==> src/rtl/prize_pkg.sv <==
// Shared types and constants for the Bumpy prize manager and the prize drawing objects.
package prize_pkg;

  typedef enum logic [2:0] {
    FREE = 3'b000,
    REGU = 3'b001
  } prize_t;

  typedef enum logic [1:0] {
    IDLE,
    LOAD,
    RUN,
    DONE
  } pm_state_t;

  // Right-shifting Galois form of x^8+x^6+x^5+x^4+1
  localparam logic [7:0] LFSR_TAPS            = 8'hB8;
  localparam logic [7:0] TRANSPARENT_ENCODING = 8'hFF;

  function automatic logic [7:0] lfsr_step(input logic [7:0] v);
    return (v >> 1) ^ (v[0] ? LFSR_TAPS : 8'h00);
  endfunction

endpackage

==> src/rtl/prize_lfsr.sv <==
// Free-running 8-bit Galois LFSR used to seed prize colours.
module prize_lfsr
  import prize_pkg::*;
#(
  parameter logic [7:0] SEED = 8'hA5
) (
  input  logic       clk,
  input  logic       resetN,
  output logic [7:0] value
);

  always_ff @(posedge clk or negedge resetN) begin
    if (!resetN) value <= SEED;
    else         value <= lfsr_step(value);
  end

endmodule

==> src/rtl/prize_manager.sv <==
// Per-tile prize state: layout load, collect handshake, colour rotation and draw lookup.
module prize_manager
  import prize_pkg::*;
#(
  parameter int         NUM_TILES    = 16,
  parameter int         COLOR_PERIOD = 30,
  parameter logic [7:0] LFSR_SEED    = 8'hA5,
  localparam int        IW           = $clog2(NUM_TILES),
  localparam int        CW           = IW + 1
) (
  input  logic                 clk,
  input  logic                 resetN,
  input  logic                 startOfFrame,
  input  logic                 level_start,
  input  logic [NUM_TILES-1:0] level_map,
  input  logic [IW-1:0]        draw_tile_idx,
  input  logic                 collect_req,
  input  logic [IW-1:0]        collect_idx,
  output logic                 collect_ack,
  output logic                 score_pulse,
  output logic [2:0]           prize_type,
  output logic [1:0]           random_prize_color,
  output logic [CW-1:0]        prizes_left,
  output logic                 level_done
);

  localparam int FW = $clog2(COLOR_PERIOD + 1);

  pm_state_t                  state;
  logic [IW-1:0]              ptr;
  logic [NUM_TILES-1:0]       active;
  logic [NUM_TILES-1:0][1:0]  color;
  logic [FW-1:0]              frame_cnt;
  logic                       pending;
  logic [IW-1:0]              pend_idx;
  logic                       req_seen;
  logic [7:0]                 lfsr;
  logic [CW-1:0]              load_cnt;
  logic                       lfsr_unused;

  prize_lfsr #(.SEED(LFSR_SEED)) u_lfsr (
    .clk   (clk),
    .resetN(resetN),
    .value (lfsr)
  );

  assign lfsr_unused = ^lfsr[7:2];
  assign load_cnt    = prizes_left + CW'(level_map[ptr]);

  always_ff @(posedge clk or negedge resetN) begin
    if (!resetN) begin
      state       <= IDLE;
      ptr         <= '0;
      active      <= '0;
      color       <= '0;
      frame_cnt   <= '0;
      pending     <= 1'b0;
      pend_idx    <= '0;
      req_seen    <= 1'b0;
      collect_ack <= 1'b0;
      score_pulse <= 1'b0;
      prizes_left <= '0;
      level_done  <= 1'b0;
    end else begin
      collect_ack <= 1'b0;
      score_pulse <= 1'b0;
      if (!collect_req) req_seen <= 1'b0;
      // A held request is dropped on reload; req_seen keeps it from re-firing
      if (level_start) begin
        state       <= LOAD;
        ptr         <= '0;
        active      <= '0;
        prizes_left <= '0;
        frame_cnt   <= '0;
        pending     <= 1'b0;
        level_done  <= 1'b0;
      end else begin
        case (state)
          IDLE: ;
          LOAD: begin
            active[ptr] <= level_map[ptr];
            color[ptr]  <= lfsr[1:0];
            prizes_left <= load_cnt;
            ptr         <= ptr + IW'(1);
            if (ptr == IW'(NUM_TILES - 1)) begin
              state      <= (load_cnt != '0) ? RUN : DONE;
              level_done <= (load_cnt == '0);
            end
          end
          RUN: begin
            if (prizes_left == '0) begin
              state      <= DONE;
              level_done <= 1'b1;
              pending    <= 1'b0;
            end else if (pending) begin
              pending     <= 1'b0;
              collect_ack <= 1'b1;
              if (active[pend_idx]) begin
                active[pend_idx] <= 1'b0;
                score_pulse      <= 1'b1;
                prizes_left      <= prizes_left - CW'(1);
              end
            end else if (collect_req && !req_seen) begin
              pending  <= 1'b1;
              pend_idx <= collect_idx;
              req_seen <= 1'b1;
            end
            // Rotation touches every tile, active or not
            if (startOfFrame) begin
              if (frame_cnt == FW'(COLOR_PERIOD - 1)) begin
                frame_cnt <= '0;
                for (int i = 0; i < NUM_TILES; i++) color[i] <= color[i] + 2'd1;
              end else begin
                frame_cnt <= frame_cnt + FW'(1);
              end
            end
          end
          DONE: level_done <= 1'b1;
          default: ;
        endcase
      end
    end
  end

  always_ff @(posedge clk or negedge resetN) begin
    if (!resetN) begin
      prize_type         <= FREE;
      random_prize_color <= 2'd0;
    end else begin
      prize_type         <= active[draw_tile_idx] ? REGU : FREE;
      random_prize_color <= color[draw_tile_idx];
    end
  end

endmodule

==> config.mk <==
export PLATFORM = sky130hd
export DESIGN_NAME = prize_manager
export DESIGN_NICKNAME = d
export VERILOG_FILES = /design/src/rtl/prize_pkg.sv /design/src/rtl/prize_lfsr.sv /design/src/rtl/prize_manager.sv
export SDC_FILE = /design/constraint.sdc
export NUM_CORES = 1
export LEC_CHECK = 0
export ABC_AREA = 1
export BUFFER_PORTS_ARGS = -buffer_cell sky130_fd_sc_hd__buf_4
export CAP_MARGIN = 20
export CORE_AREA = 3 3 100 102
export DETAILED_ROUTE_END_ITERATION = 16
export DIE_AREA = 0 0 103 105
export PLACE_DENSITY = 0.8
export SLEW_MARGIN = 20
export SYNTH_ARGS = -nofsm -noshare
export SYNTH_HDL_FRONTEND = slang
export SYNTH_HIERARCHICAL = 1
export SYNTH_SLANG_ARGS = --single-unit
==> constraint.sdc <==
create_clock -name clk -period 2.7 [get_ports clk]
set_input_delay 0.405 -clock clk [delete_from_list [all_inputs] [get_ports clk]]
set_output_delay 0.405 -clock clk [all_outputs]
set_load 0.02 [all_outputs]
After elaboration in Yosys (flattened, before gate mapping) --
Index checks and enable logic that the tools add are counted.
Storage, ports and cells: bits in registers 84, input bits 29, output and inout port bits 13, logic and storage cells 158
Operators by class: $add $sub $neg 20, magnitude comparators 5, eq/ne operators 12, multiplexer cells 66, bitwise gates (word level) 6, reduce and logical (&&, ||, !) cells 19
Operators with widths (count):
- $mux 16 | 4
- $mux 32 | 2
- $pmux 32 s2 | 1
- $mux 5 | 8
- $add 2x1->2 const B | 16
- $bwmux 32 | 1
- $pmux 16 s2 | 1
- $mux 1 | 30
- $and 16x16->16 | 1
- $bwmux 16 | 1
- $not 16->16 | 1
- $lt 4x5->1 const B | 3
- $ne 3x3->1 const B | 5
- $bmux 1 s4 | 3
- $logic_not 5->1 | 2
- $mux 2 | 5
- $pmux 5 s2 | 1
- $bmux 2 s4 | 1
- $demux 1 s4 | 2
- $demux 2 s4 | 1
- $ge 4x1->1 const B | 2
- $mux 4 | 2
- $mux 8 | 1
- $reduce_and 4->1 | 2
- other kinds (22) | 32

Depth between registers and ports, before layout --
depth after elaboration 11, mapped depth 17

Hierarchy --
Netlist, hierarchy kept.
By module, submodules not included:
- prize_manager | instances 1, cells each 796, area an instance 5303.8 um^2, seq. area each 1901.8 um^2
- prize_lfsr | instances 1, cells each 21, area an instance 254.0 um^2, seq. area each 205.2 um^2

Worst setup path after synthesis --
Ideal clock, no wire load.
path kind reg2reg, start point register ptr[0], end point register level_done, data arrival time 1955 ps, setup slack 619 ps, stages on the path, launching flop included 17, buffers on the path 2, period minus slack after synthesis 2081 ps, cells stage by stage dfrtp_1 > buf_6 > inv_4 > buf_6 > nand2_1 > nand3_1 > nand2_1 > nand2_1 > nand4_1 > ha_1 > ha_1 > nand3_1 > xor2_1 > nand3b_1 > nand2_1 > nand3_1 > o21ai_0
On the way: word-level cells in the longest chain between the ends 7
Ends and longest elaborated chain:
- start: declaration | RTL line prize_manager.sv:30 | logic [IW-1:0] ptr;
- start signal: assignment | RTL line prize_manager.sv:84 | ptr <= ptr + IW'(1);
- $bmux 1 s4 | RTL line prize_manager.sv:48 | assign load_cnt = prizes_left + CW'(level_map[ptr]);
- $mux 1 (not written as such) | RTL line prize_manager.sv:48
- $add 5x1->5 | RTL line prize_manager.sv:48
- $logic_not 5->1 | RTL line prize_manager.sv:87 | level_done <= (load_cnt == '0);
- $mux 1 | RTL line prize_manager.sv:85 | if (ptr == IW'(NUM_TILES - 1)) begin
- $pmux 1 s3 | RTL line prize_manager.sv:78 | case (state)
- $mux 1 | RTL line prize_manager.sv:69 | if (level_start) begin
- end signal: assignment | RTL line prize_manager.sv:87
- end: declaration | RTL line prize_manager.sv:24 | output logic level_done
Parallel ways exist; a longest one is shown, timed or not. The select of a mux whose other input is x is not followed. A chain may end at the register's enable or synchronous reset.

Worst setup path after layout --
start point register ptr[0], end point register prizes_left[4]
On the way: word-level cells in the longest chain between the ends 5
Ends and longest elaborated chain:
- $bmux 1 s4 | RTL line prize_manager.sv:48
- $mux 1 (not written as such) | RTL line prize_manager.sv:48
- $add 5x1->5 | RTL line prize_manager.sv:48
- $pmux 5 s2 | RTL line prize_manager.sv:78
- $mux 5 | RTL line prize_manager.sv:69
- end signal: assignment | RTL line prize_manager.sv:83 | prizes_left <= load_cnt;
- end signal: assignment | RTL line prize_manager.sv:101 | prizes_left <= prizes_left - CW'(1);
- end: declaration | RTL line prize_manager.sv:23 | output logic [CW-1:0] prizes_left,
Every way passes these cells. The select of a mux whose other input is x is not followed.

==> impl_metrics.yaml <==
run_status:
  run_status: "complete, no violations"
power_and_ir_drop:
  power.sequential.fraction_pct: 37.7
  comb_power_share_pct: 42.8
  share_clk_of_total_power_pct: 19.5
  power_density_nw_per_um2: 868.2
  sw_power_mw: 2.397
  peakVddDrop_v: 0.0004607
  internal_power_mw: 2.880
  total_leakage_power_nw: 3.082
  fraction_of_power_spent_switching_nets_pct: 45.42
  power_mw: 5.276
clock_tree:
  clockBufferDepth: 2
  clock-sinks: 84
  clkLatencyLatePin_ps: 380
  cts_setup_buffers: 0
  cts_htree_levels: 3
  master_cell_of_the_clock_root_buffer: "clkbuf_8"
  cts_buffers: 9
  worst_setup_hold_path_clk_slew_ps: 90
  postcts_resize_cnt: 0
  cts_tree: "built"
  cts_hold_buf: 0
worst_setup_path:
  worst-endpoint-required_ps: 2980
  endpoint_kind: "register"
  arr_time_crit_path_ps: 2590
  timing.critical_path.fanout_max: 13
  timing.critical_path.from_type: "register"
  path_class: "reg -> reg"
route:
  firstDrtPassIters: 5
  first_iter_violations: 411
  detail_route.drc_violations: 0
  antenna_violating_nets_post_route: 0
  routed_len_inst_um: 15.79
  route.vias.total: 5644
  routed_wl_um: 15140
  routed_via_density: 5.885
synth:
  netlist.area_leader.share_pct: 36.02
  ys_dominant_reg_cell: "dfrtp_1"
  synth.avg_cell_area_um2: 6.803
  ys_warn_count: 6
  synthCells: 817
  synth_enable_flop_cells: 0
  biggest_area_contributors_in_the_synthesized_netlist: "dfrtp_1, nand2_1, nand3_1"
  number_of_synthesized_register_bits: 84
  synth.lib_cells_used.distinct: 41
  synth_most_common_cell: "nand2_1"
  mappedNetlistArea_um2: 5558
  ys_async_sr_fraction_pct: 100.0
  synth_top_cell_by_area: "dfrtp_1"
  synth_commonest_cells: "nand2_1, inv_1, nor2_1, nand3_1, dfrtp_1"
  synth_seq_area_share_pct: 37.91
global_routing:
  overflow_left_after_global_routing: 0
  grt_first_pass_wirelength_um: 25200
  grt_start_max_net_pins: 52
  first_global_vias: 5343
  antenna_found_initial: 0
  grt.total_usage_pct: 29.11
finish:
  num-fill-cells: 801
  flow.area_growth_from_synthesis_pct: 9.343
  layout.nets: 882
  post_route_cells_drive_above_1_share_pct: 12.38
  num_antenna_cells: 0
  number_of_standard_cells_in_the_final_layout_excluding_fillers: 959
  final_core_util_pct: 66.08
placed_design:
  place.detailed.hpwl_um: 10480
  buffer_ports.inserted: 39
  place_inst: 943
  placement.setup.worst_slack_ps: 374.6
  finalWeightedCongestion: 0.8649
timing:
  period_needed_ps: 2309
  grt_setup_unrepaired: "false"
  slew_headroom_pct: 54.54
  final-max-slew-violation-count: 0
  fin_tns_setup_ps: 0
  setup_viol: 0
  timing.final.crit_share_pct: 85.51
  fmax_mhz: 433.1
  timing.final.ws_setup_ps: 391.3
  clock-skew-final_ps: 18.93
  tightestPinTransition_ps: 680.2
  hold_viol_final: 0
die:
  floorplan.initialDensity_pct: 60.44
  rows: 35
  core_um2: 9196
  die_x_um: 103
  chipHeight_um: 105
  total_die_area_um2: 10820
  top_level_ports: 42
hold_path:
  timing.hold.worst.class: "in -> async"
job:
  max-cap-violations: 0
## power groups by stage
stage	clock network, mW	registers (mW)	logic (mW)
2_1_floorplan	0	1.93	1.71
3_3_place_gp	0	1.97	2.15
3_5_place_dp	0	2.00	2.22
4_1_cts	1.05	1.98	2.23
5_1_grt	1.09	2.05	2.53
6_report	1.03	1.99	2.26
## placed cells by master (no fill, tap or decap), types with 3 or more instances in the layout
cell type | synthesis | layout
o211ai_1 | 3 | 3
or2_2 | 4 | 4
xor2_1 | 4 | 4
dfstp_2 | 4 | 4
a21oi_1 | 68 | 68
nand2_2 | 7 | 7
a21oi_2 | 10 | 10
ha_1 | 10 | 10
a31oi_1 | 3 | 3
buf_4 | 5 | 48
o22ai_1 | 3 | 3
inv_2 | 7 | 7
a22oi_1 | 3 | 3
nor3_1 | 3 | 3
nand2_1 | 206 | 206
nor2_1 | 89 | 89
o221ai_1 | 5 | 5
o21ai_1 | 11 | 11
o21ai_0 | 59 | 59
dfrtp_1 | 80 | 80
inv_1 | 96 | 96
clkbuf_8 | 0 | 9
o21ai_2 | 3 | 3
nand3_1 | 87 | 87
## registers in the layout, indices dropped and copies added, names as in the netlist, 4 cells and up
signal	count
active	16
color	32
frame_cnt	5
pend_idx	4
prizes_left	5
ptr	4
u_lfsr/value	8
## area by class of cell
| type | count | area, um2 | share of cell area, % |
|---|---|---|---|
| inverter | 104 | 392.9 | 6.465 |
| tap | 111 | 138.9 | 2.285 |
| clock inverter | 7 | 98.84 | 1.627 |
| sequential | 84 | 2107 | 34.67 |
| multi-input combinational | 596 | 2855 | 46.98 |
| timing repair buffer | 48 | 360.3 | 5.930 |
| clock buffer | 9 | 123.9 | 2.038 |
## worst paths after layout
kind | startpoint | endpoint | slack, ps | cells past startpoint
setup / recovery | ptr[0] | prizes_left[4] | 390 | 14
hold / removal | resetN | prizes_left[4] | 60 | 1
setup reg to reg | ptr[0] | prizes_left[4] | 390 | 14
hold reg to reg | u_lfsr/value[3] | u_lfsr/value[2] | 360 | 0
max in group asynchronous | resetN | color[27] | 1990 | 2
min in group clk | startOfFrame | frame_cnt[0] | 240 | 2
## cells by family after synthesis
kind of cell / count (synthesis) / share of synthesized area, %
simple gates: 405 / 30.48
compound gates: 174 / 17.72
buf+inv: 138 / 10.78
flops: 84 / 37.91
fa+ha+maj: 10 / 2.251
xor+xnor: 5 / 0.7879
other cells: 1 / 0.06747
## per-stage QoR
step | hold WS, ps | area (um2)
5_1_grt | 111.8 | 6077
3_3_place_gp | 341.8 | 5854
4_1_cts | 79.74 | 6077
3_5_place_dp | 339.4 | 5854
6_report | 60.39 | 6077
2_1_floorplan | 109.4 | 5562
## layer usage
metal  vias up  routed length [um]  global-route usage [%]
li1       2696                   -                       -
met1      2647                6199                   37.81
met2       254                7461                   47.66
met3        47                1118                   5.674
met4         0                 359                   10.45
met5         -                   0                       0
## critical path, stage by stage, from the launching register on
cell	delay (ps)
dfrtp_1	530
inv_4	200
nand2_1	80
nand3_1	90
nand2_1	60
nand2_1	80
nand4_1	100
ha_1	210
ha_1	210
nand3_1	100
xor2_1	180
nor2_1	60
nor3_1	180
nand2_1	70
o21ai_0	90
No activity file was read; power rests on OpenSTA's default activity.
